--- src/rtl/break_controller_pkg.sv ---
// Shared constants for the run/halt/step controller and the break countdown.
// Latency: n/a (types and constants only).
// Backpressure: n/a.
package break_controller_pkg;

    // Controller state encodings.
    typedef enum logic [1:0] {
        BRK_RUN    = 2'd0,
        BRK_HALTED = 2'd1,
        BRK_STEP   = 2'd2
    } brk_state_t;

    // Resume long-press length used by the countdown instance in the clock
    // subsystem; the controller only sees its timed_up pulse.
    localparam int unsigned TIMEUP_CYCLES = 8;

    // Width of the per-step burst counter (STEP_CYCLES is limited to 1..255).
    localparam int unsigned BURST_WIDTH = 8;

endpackage

--- src/rtl/break_controller.sv ---
// Run/halt/single-step controller gating the core clock enable.
// Latency: break -> enable low next cycle; step edge -> STEP_CYCLES enable cycles starting next cycle.
// Backpressure: none; events outside their accepting state are dropped, not queued.
//
// Ports:
//   clock_50mhz        system clock; reset is synchronous, active-high
//   break_request      one-cycle halt request (ebreak or break button)
//   resume_button      debounced level; held through the countdown to resume
//   step_button        debounced level; rising edge in HALTED issues a burst
//   countdown_timed_up one-cycle pulse from the external countdown
//   countdown_enable   runs the external countdown; low clears it
//   core_clock_enable  qualifies core clock edges
//   halted             high in HALTED and STEP
//   step_count         steps issued since the last halt entry (saturating)
module break_controller
    import break_controller_pkg::*;
#(
    parameter int unsigned STEP_CYCLES      = 1,
    parameter int unsigned STEP_COUNT_WIDTH = 16,
    parameter int unsigned START_HALTED     = 0
) (
    input  logic                        clock_50mhz,
    input  logic                        reset,
    input  logic                        break_request,
    input  logic                        resume_button,
    input  logic                        step_button,
    input  logic                        countdown_timed_up,
    output logic                        countdown_enable,
    output logic                        core_clock_enable,
    output logic                        halted,
    output logic [STEP_COUNT_WIDTH-1:0] step_count
);

    localparam brk_state_t RESET_STATE  = (START_HALTED != 0) ? BRK_HALTED : BRK_RUN;
    localparam logic       RESET_CCE    = (START_HALTED == 0);
    localparam logic       RESET_HALTED = (START_HALTED != 0);

    brk_state_t                  r_state;
    logic                        r_core_clock_enable;
    logic                        r_halted;
    logic [STEP_COUNT_WIDTH-1:0] r_step_count;
    logic [BURST_WIDTH-1:0]      r_burst;
    logic                        r_step_prev;

    logic w_step_edge;
    logic w_resume;

    assign w_step_edge = step_button & ~r_step_prev;
    // Timeout only counts while the button is still held.
    assign w_resume    = countdown_timed_up & resume_button;

    // Combinational so a release drops the countdown in the same cycle.
    assign countdown_enable  = (r_state == BRK_HALTED) & resume_button;
    assign core_clock_enable = r_core_clock_enable;
    assign halted            = r_halted;
    assign step_count        = r_step_count;

    always_ff @(posedge clock_50mhz) begin
        if (reset) begin
            r_state             <= RESET_STATE;
            r_core_clock_enable <= RESET_CCE;
            r_halted            <= RESET_HALTED;
            r_step_count        <= '0;
            r_burst             <= '0;
            r_step_prev         <= 1'b0;
        end else begin
            // Sampled in every state so a button held across a halt entry
            // does not produce a step.
            r_step_prev <= step_button;

            case (r_state)
                BRK_RUN: begin
                    if (break_request) begin
                        r_state             <= BRK_HALTED;
                        r_core_clock_enable <= 1'b0;
                        r_halted            <= 1'b1;
                        r_step_count        <= '0;
                    end
                end

                BRK_HALTED: begin
                    // Resume has priority over a coincident step edge.
                    if (w_resume) begin
                        r_state             <= BRK_RUN;
                        r_core_clock_enable <= 1'b1;
                        r_halted            <= 1'b0;
                    end else if (w_step_edge) begin
                        r_state             <= BRK_STEP;
                        r_core_clock_enable <= 1'b1;
                        r_burst             <= BURST_WIDTH'(STEP_CYCLES);
                        if (r_step_count != '1) begin
                            r_step_count <= r_step_count + STEP_COUNT_WIDTH'(1);
                        end
                    end
                end

                BRK_STEP: begin
                    // Leaving on the count of 1 yields exactly STEP_CYCLES
                    // enabled cycles; <= also guards a zero load.
                    if (r_burst <= BURST_WIDTH'(1)) begin
                        r_state             <= BRK_HALTED;
                        r_core_clock_enable <= 1'b0;
                        r_burst             <= '0;
                    end else begin
                        r_burst <= r_burst - BURST_WIDTH'(1);
                    end
                end

                default: begin
                    r_state             <= BRK_RUN;
                    r_core_clock_enable <= 1'b1;
                    r_halted            <= 1'b0;
                end
            endcase
        end
    end

endmodule
--- config.mk ---
export PLATFORM = sky130hd
export DESIGN_NAME = break_controller
export DESIGN_NICKNAME = d
export VERILOG_FILES = /design/src/rtl/break_controller_pkg.sv /design/src/rtl/break_controller.sv
export SDC_FILE = /design/constraint.sdc
export NUM_CORES = 1
export LEC_CHECK = 0
export ABC_CLOCK_PERIOD_IN_PS = 3000
export CAP_MARGIN = 15
export CORE_ASPECT_RATIO = 0.5
export CORE_MARGIN = 8
export CORE_UTILIZATION = 30
export DETAILED_ROUTE_END_ITERATION = 7
export HOLD_SLACK_MARGIN = 0.02
export PLACE_DENSITY = 0.62
export SYNTH_ARGS = -nofsm -noshare
export SYNTH_HDL_FRONTEND = slang
export SYNTH_SLANG_ARGS = --single-unit
--- constraint.sdc ---
create_clock -name clock_50mhz -period 3 [get_ports clock_50mhz]
set_input_delay 0.6 -clock clock_50mhz [delete_from_list [all_inputs] [get_ports clock_50mhz]]
set_output_delay 0.6 -clock clock_50mhz [all_outputs]
set_load 0.03 [all_outputs]
==> results by stage, run 1 <==
Pwr:
- The analysis attributes to cell leakage a power of 0.623 nW.
- The total power divided by cell area is approximately 560 mW/mm^2.
- IR analysis of the VDD net gives a maximum drop of 0.166 mV.

CTS:
- The count of hold buffers inserted by post-cts repair is 0.
- The clock net sink count is 29.
- Once the clock tree was built, the setup fixing pass inserted 0 buffers.
- Clock-pin slew was measured on the worst setup and hold paths at ~60 ps.
- After clock tree synthesis, the repair step resized 0 gates.
- In this run, CTS created clock tree buffers numbering 5.
- The later-pin clock latency in the skew report is roughly 280 ps.
- The maximum level of the CTS H-tree is 2.
- The clock passes through at most 2 buffers.
- TritonCTS built the clock tree.
- CTS placed an instance of clkbuf_8 at the clock tree root.

Drt:
- The total length of routed wires is approximately 3600 um.
- The count of nets left with antenna violations once routing finished came out at 0.
- The pre-antenna-repair detailed-routing pass consisted of 4 iterations.
- After detailed routing, the number of vias per cell comes to roughly 4.9.
- For this run, design rule violations remaining after detail routing come to 0.
- In this run, the number of DRC markers left after iteration 0 of detailed routing was 35.
- Dividing the detail-routed wire length by the instance count gives between 10 and 15 um.
- The via total after detailed routing is between 1000 and 1500.

Setup path:
- The longest individual stage delay on the worst path is between 600 and 700 ps.
- The arrival time at the worst endpoint is 1870 ps.
- The launch instance of the worst register-to-register path is step_count[0]$_SDFFE_PP0P_.
- For the worst setup path, the data required time is between 2000 and 2500 ps.
- The element type at the critical path end is a primary output.
- In this run the register-to-register setup slack is about 1100 ps.
- Walking the worst path, the cells encountered are clkdlybuf4s50_1 > and2_1 > clkdlybuf4s50_1.
- Of all nets on the critical path, the largest fanout is 3.
- Among all stages on the critical path, the largest delay is contributed by clkdlybuf4s50_1.
- The sort of element at the start of the critical path is an input port.
- The endpoint of the lowest-slack register-to-register path is step_count[2]$_SDFFE_PP0P_.
- Measured in cells, the most critical reg-to-reg path has a length of 7.
- The start-to-end type of the worst setup path is input port to primary output.
- By instance count, the cell type seen most on the critical path is clkdlybuf4s50_1.

Timing:
- The final number of max-transition violations came to 0.
- Clock skew on the completed layout was measured at slightly above 9 ps.
- Hold timing on the final database bottoms out at a slack of just under 500 ps.
- Adding up every negative setup slack in the final design gives 0 ps.
- The total count of hold-check failures in the final report is 0.
- In this run the tightest slew margin relative to its limit is 0.687.
- The maximum clock frequency is between 400 and 500 MHz.
- Setup repair after global routing left no endpoint under its margin.
- Setup violations remaining at the end of the flow were counted as 0.
- The period utilization is 0.825.
- The final period demand of the worst path is around 2500 ps.
- The pin slew with the least headroom to its limit is around 470 ps.

Global route:
- Entering global routing, the biggest net connects 13 pins.
- The via count of the first global-routing pass is roughly 1400.
- The number of antenna violations at the first check in global routing is 0.
- Across every metal layer, demand over resource in global routing totals 0.0949.
- For this run the aggregate overflow at the end of global routing stands at 0.
- The first-pass GRT wire length is between 6000 and 7000 um.

Final layout:
- The number of inserted diodes is 0.
- Summing all flip-flop and latch instances after layout gives slightly below 600 um^2.
- The filler cell count is 508.
- At the end of the flow, the number of nets in the layout was approximately 220.
- After routing the design area is between 0.0015 and 0.002 mm^2.
- Relative to the synthesized area, the layout overhead comes to 25.6%.
- Of the cells placed in the final design, the portion with a size suffix greater than 1 is 0.0794.
- The footprint of the multi-input gates is just over 900 um^2.

Floorplanning:
- The die is approximately 120 um wide.
- The number of cell rows is 18.
- The starting density of the core is 0.313.
- Pin placement for this block handled 25 I/O pins.
- The floorplan step defined a die boundary enclosing approximately 0.008 mm^2.
- The die height is around 67 um.
- The area inside the core boundary is 0.00493 mm^2.

Flow run:
- The max-cap check violation count is 0.

Outcome:
- The flow ran to the end, and the final reports show no timing, DRC or antenna violations.

Synth:
- The register bit total from synthesis is 29.
- For this run, the leading register cell type out of synthesis is dfxtp_1.
- The instance count of the mapped netlist is around 190.
- Synthesis instantiated between 40 and 50 different standard cells from the library.
- In this run the mean area of a mapped cell was between 8 and 9 um^2.
- After synthesis, the share of flip-flops with an asynchronous set or reset is 0.
- The proportion of netlist area held by the largest area contributor is 0.376.
- The number of nets in the synthesized netlist is between 150 and 200.
- In the post-synthesis netlist, the biggest area contributors are dfxtp_1 38%, nor2_1 6.3%, xnor2_1 5.1%, nand2_1 4.6%, xor2_1 3.4%.
- Summing every instance area after synthesis gives roughly 0.0015 mm^2.
- The synthesized design contains 0 enable-type register cells.
- The largest total area in the synthesized netlist belongs to dfxtp_1.
- The sequential element share of the synthesized area is 0.376.
- For this run, the number of Yosys warnings is 0.

Min path:
- The path with the worst hold slack has its endpoint at core_clock_enable$_SDFFE_PP1P_.
- Along the worst hold path, the cell count comes to 1.
- The tightest min-delay check is of the flop to flop type.
- The startpoint identified for the worst hold timing path is core_clock_enable$_SDFFE_PP1P_.

Placement:
- The number of buffers inserted by port buffering is 24.
- The placed cell area is ~0.0019 mm^2.
- The detailed placer's ending HPWL is between 2000 and 3000 um.
- At the end of routability-driven placement, the weighted congestion stood at about 0.74.
[critical path: cells and delay by family]
kind                   cells  cell delay [ps]
buffers and inverters      2             1150
AND/OR/NAND/NOR            1              130
[kinds of logic (layout without fill, tap and decap cells)]
family | after synthesis | count (layout) | synth area share
buffers and inverters | 13 | 41 | 0.0373
and+or+nand+nor | 89 | 89 | 0.302
DFF | 29 | 29 | 0.376
AOI/OAI and AO/OA | 37 | 37 | 0.175
xor gates and xnor gates | 15 | 15 | 0.0852
adders and majority gates | 3 | 3 | 0.0243
[metrics by stage]
| stage | total power, mW | cells | worst slack [ps] | utilization |
|---|---|---|---|---|
| 2_1_floorplan | 0.701 | 186 | 965 | - |
| 3_3_place_gp | 0.771 | 276 | 535 | 0.377 |
| 3_5_place_dp | 0.783 | 276 | 519 | 0.377 |
| 4_1_cts | 1.10 | 284 | 520 | 0.393 |
| 5_1_grt | 1.16 | 284 | 460 | 0.393 |
| 6_report | 1.08 | 284 | 526 | 0.393 |
[power by group]
part           switching (mW)  internal, mW
sequential             0.0435         0.425
clock                   0.143         0.164
combinational           0.181         0.125
[sequential cells by signal, summed over array words and instances, names as in the netlist]
name / cells
step_count: 16
r_burst: 8
r_state: 2
core_clock_enable: 1
halted: 1
r_step_prev: 1
[metal layers]
metal  vias to the layer above  share of wire  wire length [um]  global-route usage
li1                        718              -                 -                   -
met5                         -              0                 0                   0
met1                       643           0.47              1690               0.109
met4                         0         0.0093                33              0.0416
met2                        21           0.47              1660               0.162
met3                         6          0.049               174              0.0320
[cell usage after synthesis, types with 2 or more instances]
cell and number:
a211oi_1 5, a211oi_2 2, a21oi_1 9, a31oi_1 2, and2_1 2, and3_1 2
buf_4 2, clkbuf_1 3, dfxtp_1 29, ha_1 3, inv_1 6, nand2_1 19
nand3_1 10, nand3b_1 3, nand4_1 2, nor2_1 26, nor2b_1 4, nor3_1 5
nor4_1 2, o21ai_0 4, o21ai_1 3, o32ai_1 2, or4_1 3, xnor2_1 9
xor2_1 6
[cell type report]
type	instances	share of cell area
inverters	6	0.0116
flip-flops and latches	29	0.300
well taps	70	0.0452
clock buffers	8	0.0413
multi-input cells	144	0.467
repair buffers	27	0.136
[how the worst max path moves through the flow]
stage                     slack [ps]  cells after the start                     endpoint                       start
after detailed placement         520                      6   step_count[4]$_SDFFE_PP0P_                 step_button
after global placement           540                      3             countdown_enable               resume_button
final                            530                      3             countdown_enable               resume_button
after CTS                        520                      3             countdown_enable               resume_button
after global routing             460                      3             countdown_enable     r_state[0]$_SDFFE_PP0P_
after floorplan                  970                      7  step_count[14]$_SDFFE_PP0P_  step_count[0]$_SDFFE_PP0P_
[layout by cell type, fill, tap and decap left out, types with 2 or more instances in the layout]
| cell | synthesis | layout |
|---|---|---|
| nand4_1 | 2 | 2 |
| ha_1 | 3 | 3 |
| and2_1 | 2 | 2 |
| dfxtp_1 | 29 | 29 |
| and3_1 | 2 | 2 |
| o21ai_1 | 3 | 3 |
| xor2_1 | 6 | 6 |
| a211oi_2 | 2 | 2 |
| clkbuf_1 | 3 | 3 |
| nand2_1 | 19 | 19 |
| a31oi_1 | 2 | 2 |
| a21oi_1 | 9 | 9 |
| nand3b_1 | 3 | 3 |
| a211oi_1 | 5 | 5 |
| nand3_1 | 10 | 10 |
| or4_1 | 3 | 3 |
| nor4_1 | 2 | 2 |
| nor3_1 | 5 | 5 |
| clkdlybuf4s50_1 | 0 | 24 |
| xnor2_1 | 9 | 9 |
| clkbuf_8 | 0 | 5 |
| o32ai_1 | 2 | 2 |
| inv_1 | 6 | 6 |
| nor2b_1 | 4 | 4 |
| o21ai_0 | 4 | 4 |
| buf_4 | 2 | 3 |
| nor2_1 | 26 | 26 |
Power figures use the tool's default switching activity.
==> inputs of run 2 (changes only) <==
- ABC_CLOCK_PERIOD_IN_PS: 3000 -> 2100
- PLACE_DENSITY: 0.62 -> 0.64
- clock period: 3 -> 2.1 ns (I/O delays scaled with it)
==> run 2 against run 1 <==
  * Clock power rose by 66%
  * Sequential share of layout area fell by 1.9 points
  * Routed wire length rose by 2.1%
  * Clock-buffer cell count fell by 1
  * Hold slack improved by 1.9 ps
  * Highest routed layer unchanged
==> results by stage, run 2 (synthesized netlist as in run 1, its figures left out) <==
CTS:
- The maximum level of the CTS H-tree came to 2 (unchanged).
- The clock net sink count is 29 (unchanged).
- TritonCTS built the clock tree.
- The clock transition at the registers of the reported paths is 60 ps (about the same).
- The post-CTS setup buffer count is 0 (unchanged).
- The clock buffer count from CTS is 5 (unchanged).
- The clock root buffer is clkbuf_8.
- The number of gates resized after cts is 0 (unchanged).
- The later-pin clock latency in the skew report is 280 ps (about the same).
- The count of hold buffers inserted by post-cts repair is 0 (unchanged).
- The maximum root-to-sink buffer count is 2 (unchanged).

Min path:
- The worst hold path begins at core_clock_enable$_SDFFE_PP1P_.
- The type of the tightest min-delay check is flop to flop.
- The number of cells traversed by the worst hold path is 1 (unchanged).

Timing:
- The final period demand of the worst path is slightly below 2000 ps.
- The count of endpoints failing setup in the final report came to 0 (unchanged).
- The pin slew with the least headroom to its limit is 609 ps (+141 ps).
- The relative slew slack is 0.592 (-0.0956).
- The largest clock skew in the final design is 3.77 ps (-5.54 ps).
- Setup repair after global routing left no endpoint under its margin.
- The final number of max-transition violations is 0 (unchanged).
- The total count of hold-check failures in the final report was 0 (unchanged).
- The maximum clock frequency is roughly 510 MHz.
- Of the available clock period, the critical path in the final layout requires 0.928.

Pwr:
- The total power divided by cell area is 803 mW/mm^2 (+44%).
- The total power draw is 1.66 mW (+53%).
- The worst-case vdd ir drop is 0.281 mV (+69%).
- The static leakage is 0.711 nW (+14%).

Final layout:
- The sequential cell area was 581 um^2 (unchanged).
- The final standard cell utilization of the core was 0.419 (+0.0261).
- The number of inserted diodes is 0 (unchanged).
- The number of nets at the end of the flow is 235 (+5.9%).
- The share of post-route cells with drive strength above 1 is 0.150 (+0.0703).
- The footprint of the multi-input gates came to 905 um^2 (unchanged).
- The filler cell count is 482 (-5.1%).
- The most common cell after layout, fill and taps aside is dfxtp_1.
- Relative to the synthesized area, the layout overhead comes to 34.0%.
- The number of flip-flops under the largest register name is 16 (unchanged).
- The final non-filler cell total came to 297 (+4.6%).
- In the layout the commonest cells are 29 x dfxtp_1, 26 x nor2_1, 23 x clkdlybuf4s50_1, 19 x nand2_1, 16 x buf_4.
- The final instance area is 0.00207 mm^2 (+6.6%).

Drt:
- The antenna violation net count after detailed routing is 0 (unchanged).
- The vias per cell is 4.87 (-0.45%).
- The total length of routed wires is 3630 um (+2.1%).
- The per-cell routed wire length is 12.2 um (-2.4%).
- The number of iterations in the first detailed-routing pass is 4 (unchanged).
- The violation count after the first detailed-route iteration is 75 (+110%).
- The post-route DRC violation count was 0 (unchanged).
- The via total after detailed routing was 1445 (+4.1%).

Placement:
- The number of buffers inserted by port buffering came to 24 (unchanged).
- The final estimated routing congestion in global placement is 0.818 (+10%).
- The placed cell area is 0.00197 mm^2 (+5.8%).
- The detailed placer's ending HPWL is 2730 um (+4.7%).
- The instance count after placement with tap cells included is 289 (+4.7%).

Setup path:
- The sort of element at the start of the critical path is an input port.
- The longest individual stage delay on the worst path is 470 ps (-200 ps).
- Among cell families on the critical path, the largest total delay comes from buffers and inverters.
- The worst setup path is captured at a flop.
- By startpoint and endpoint, the worst setup path is classified as input port to flop.
- The number of buffer and inverter stages on the critical path is 2 (unchanged).
- The startpoint of the worst setup timing path is break_request.
- The required arrival time at the worst endpoint is 2270 ps (-130 ps).
- For this design, the slowest cell found on the critical path is clkdlybuf4s50_1.
- The minimum setup slack among reg-to-reg paths is 170 ps (-910 ps).
- The worst-path maximum fanout is 8 (+5).
- The path length in cells of the critical path is 7 (+4).
- The depth of the most critical reg-to-reg path is 8 (+1).
- The arrival time at the worst endpoint was 2120 ps (+250 ps).
- The signal on the critical path passes through clkdlybuf4s50_1 > nor3b_1 > a31oi_1 > buf_12 > a2111oi_2 > xnor2_1 > nor2_1.
- The launch instance of the worst register-to-register path is step_count[0]$_SDFFE_PP0P_.

Floorplanning:
- The starting density of the core came to 0.313 (unchanged).
- The number of top-level pins is 25 (unchanged).
- The number of cell rows is 18 (unchanged).
- The area of the die is 0.00783 mm^2 (unchanged).
- The die height came to 66.7 um (unchanged).
- The area inside the core boundary is 0.00493 mm^2 (unchanged).
- The horizontal die dimension came to 117 um (unchanged).

Global route:
- The first-pass GRT wire length was 6240 um (+1.9%).
- The via count of the first global-routing pass is 1397 (+3.2%).
- The overall global routing resource usage is 0.0975 (+0.00258).
- The remaining global-route overflow is 0 (unchanged).
- The number of antenna violations at the first check in global routing is 0 (unchanged).
- The maximum number of pins on one net before global-route repair is 13 (unchanged).

Outcome:
- The run finished with clean final reports.

Flow run:
- The max-cap check violation count came to 0 (unchanged).
==> run 2: cell count changes in the layout (fill, tap and decap cells not counted) <==
| cell | change |
|---|---|
| buf_12 | +1 |
| buf_4 | +13 |
| clkbuf_1 | -3 |
| clkbuf_8 | +2 |
| clkdlybuf4s50_1 | -1 |
| clkinv_2 | +1 |
==> run 2: worst register-to-register path, stage by stage, from the launching register on <==
cell and delay (ps):
dfxtp_1 340, ha_1 250, nand3_2 140, nor4_2 280, buf_4 230, a21o_1 200, buf_4 150, nor2_1 40
a32o_1 210
==> run 2: metrics by stage <==
step / TNS (ps) / setup WS [ps] / hold WS (ps)
after detailed placement: -869 / -142 / 484
after CTS: 0 / 159 / 503
after global routing: 0 / 22.1 / 513
after global placement: -419 / -95.6 / 478
final: 0 / 152 / 492
after floorplan: 0 / 65.3 / 473
==> run 2: routing by layer <==
metal | share of wire | vias to the layer above | GRT usage
li1 | - | 750 | -
met3 | 0.059 | 7 | 0.0320
met5 | 0 | - | 0
met1 | 0.48 | 658 | 0.115
met4 | 0.019 | 0 | 0.0528
met2 | 0.44 | 30 | 0.158
==> run 2: layout make-up <==
| cell class | instances | share of cell area |
|---|---|---|
| Multi-Input combinational cell | 144 | 0.438 |
| Sequential cell | 29 | 0.281 |
| Timing Repair Buffer | 40 | 0.179 |
| Clock buffer | 7 | 0.0466 |
| Tap cell | 70 | 0.0424 |
| Inverter | 6 | 0.0109 |
| Clock inverter | 1 | 0.00242 |
==> run 2: where the power goes <==
| part | internal (mW) | switching, mW |
|---|---|---|
| combinational | 0.218 | 0.269 |
| clock | 0.296 | 0.214 |
| sequential | 0.608 | 0.0561 |
| total | 1.12 | 0.539 |
==> run 2: path summary, 6_finish.rpt <==
| path | end |
|---|---|
| worst max-delay path | step_count[7]$_SDFFE_PP0P_ |
| worst min-delay path | core_clock_enable$_SDFFE_PP1P_ |
| worst max register to register | step_count[4]$_SDFFE_PP0P_ |
| worst min register to register | core_clock_enable$_SDFFE_PP1P_ |
==> inputs of run 3 (changes only) <==
- SLEW_MARGIN: unset -> 30
==> results of run 3 <==
No change in the layout: final DEF, timing and power equal those of run 2.
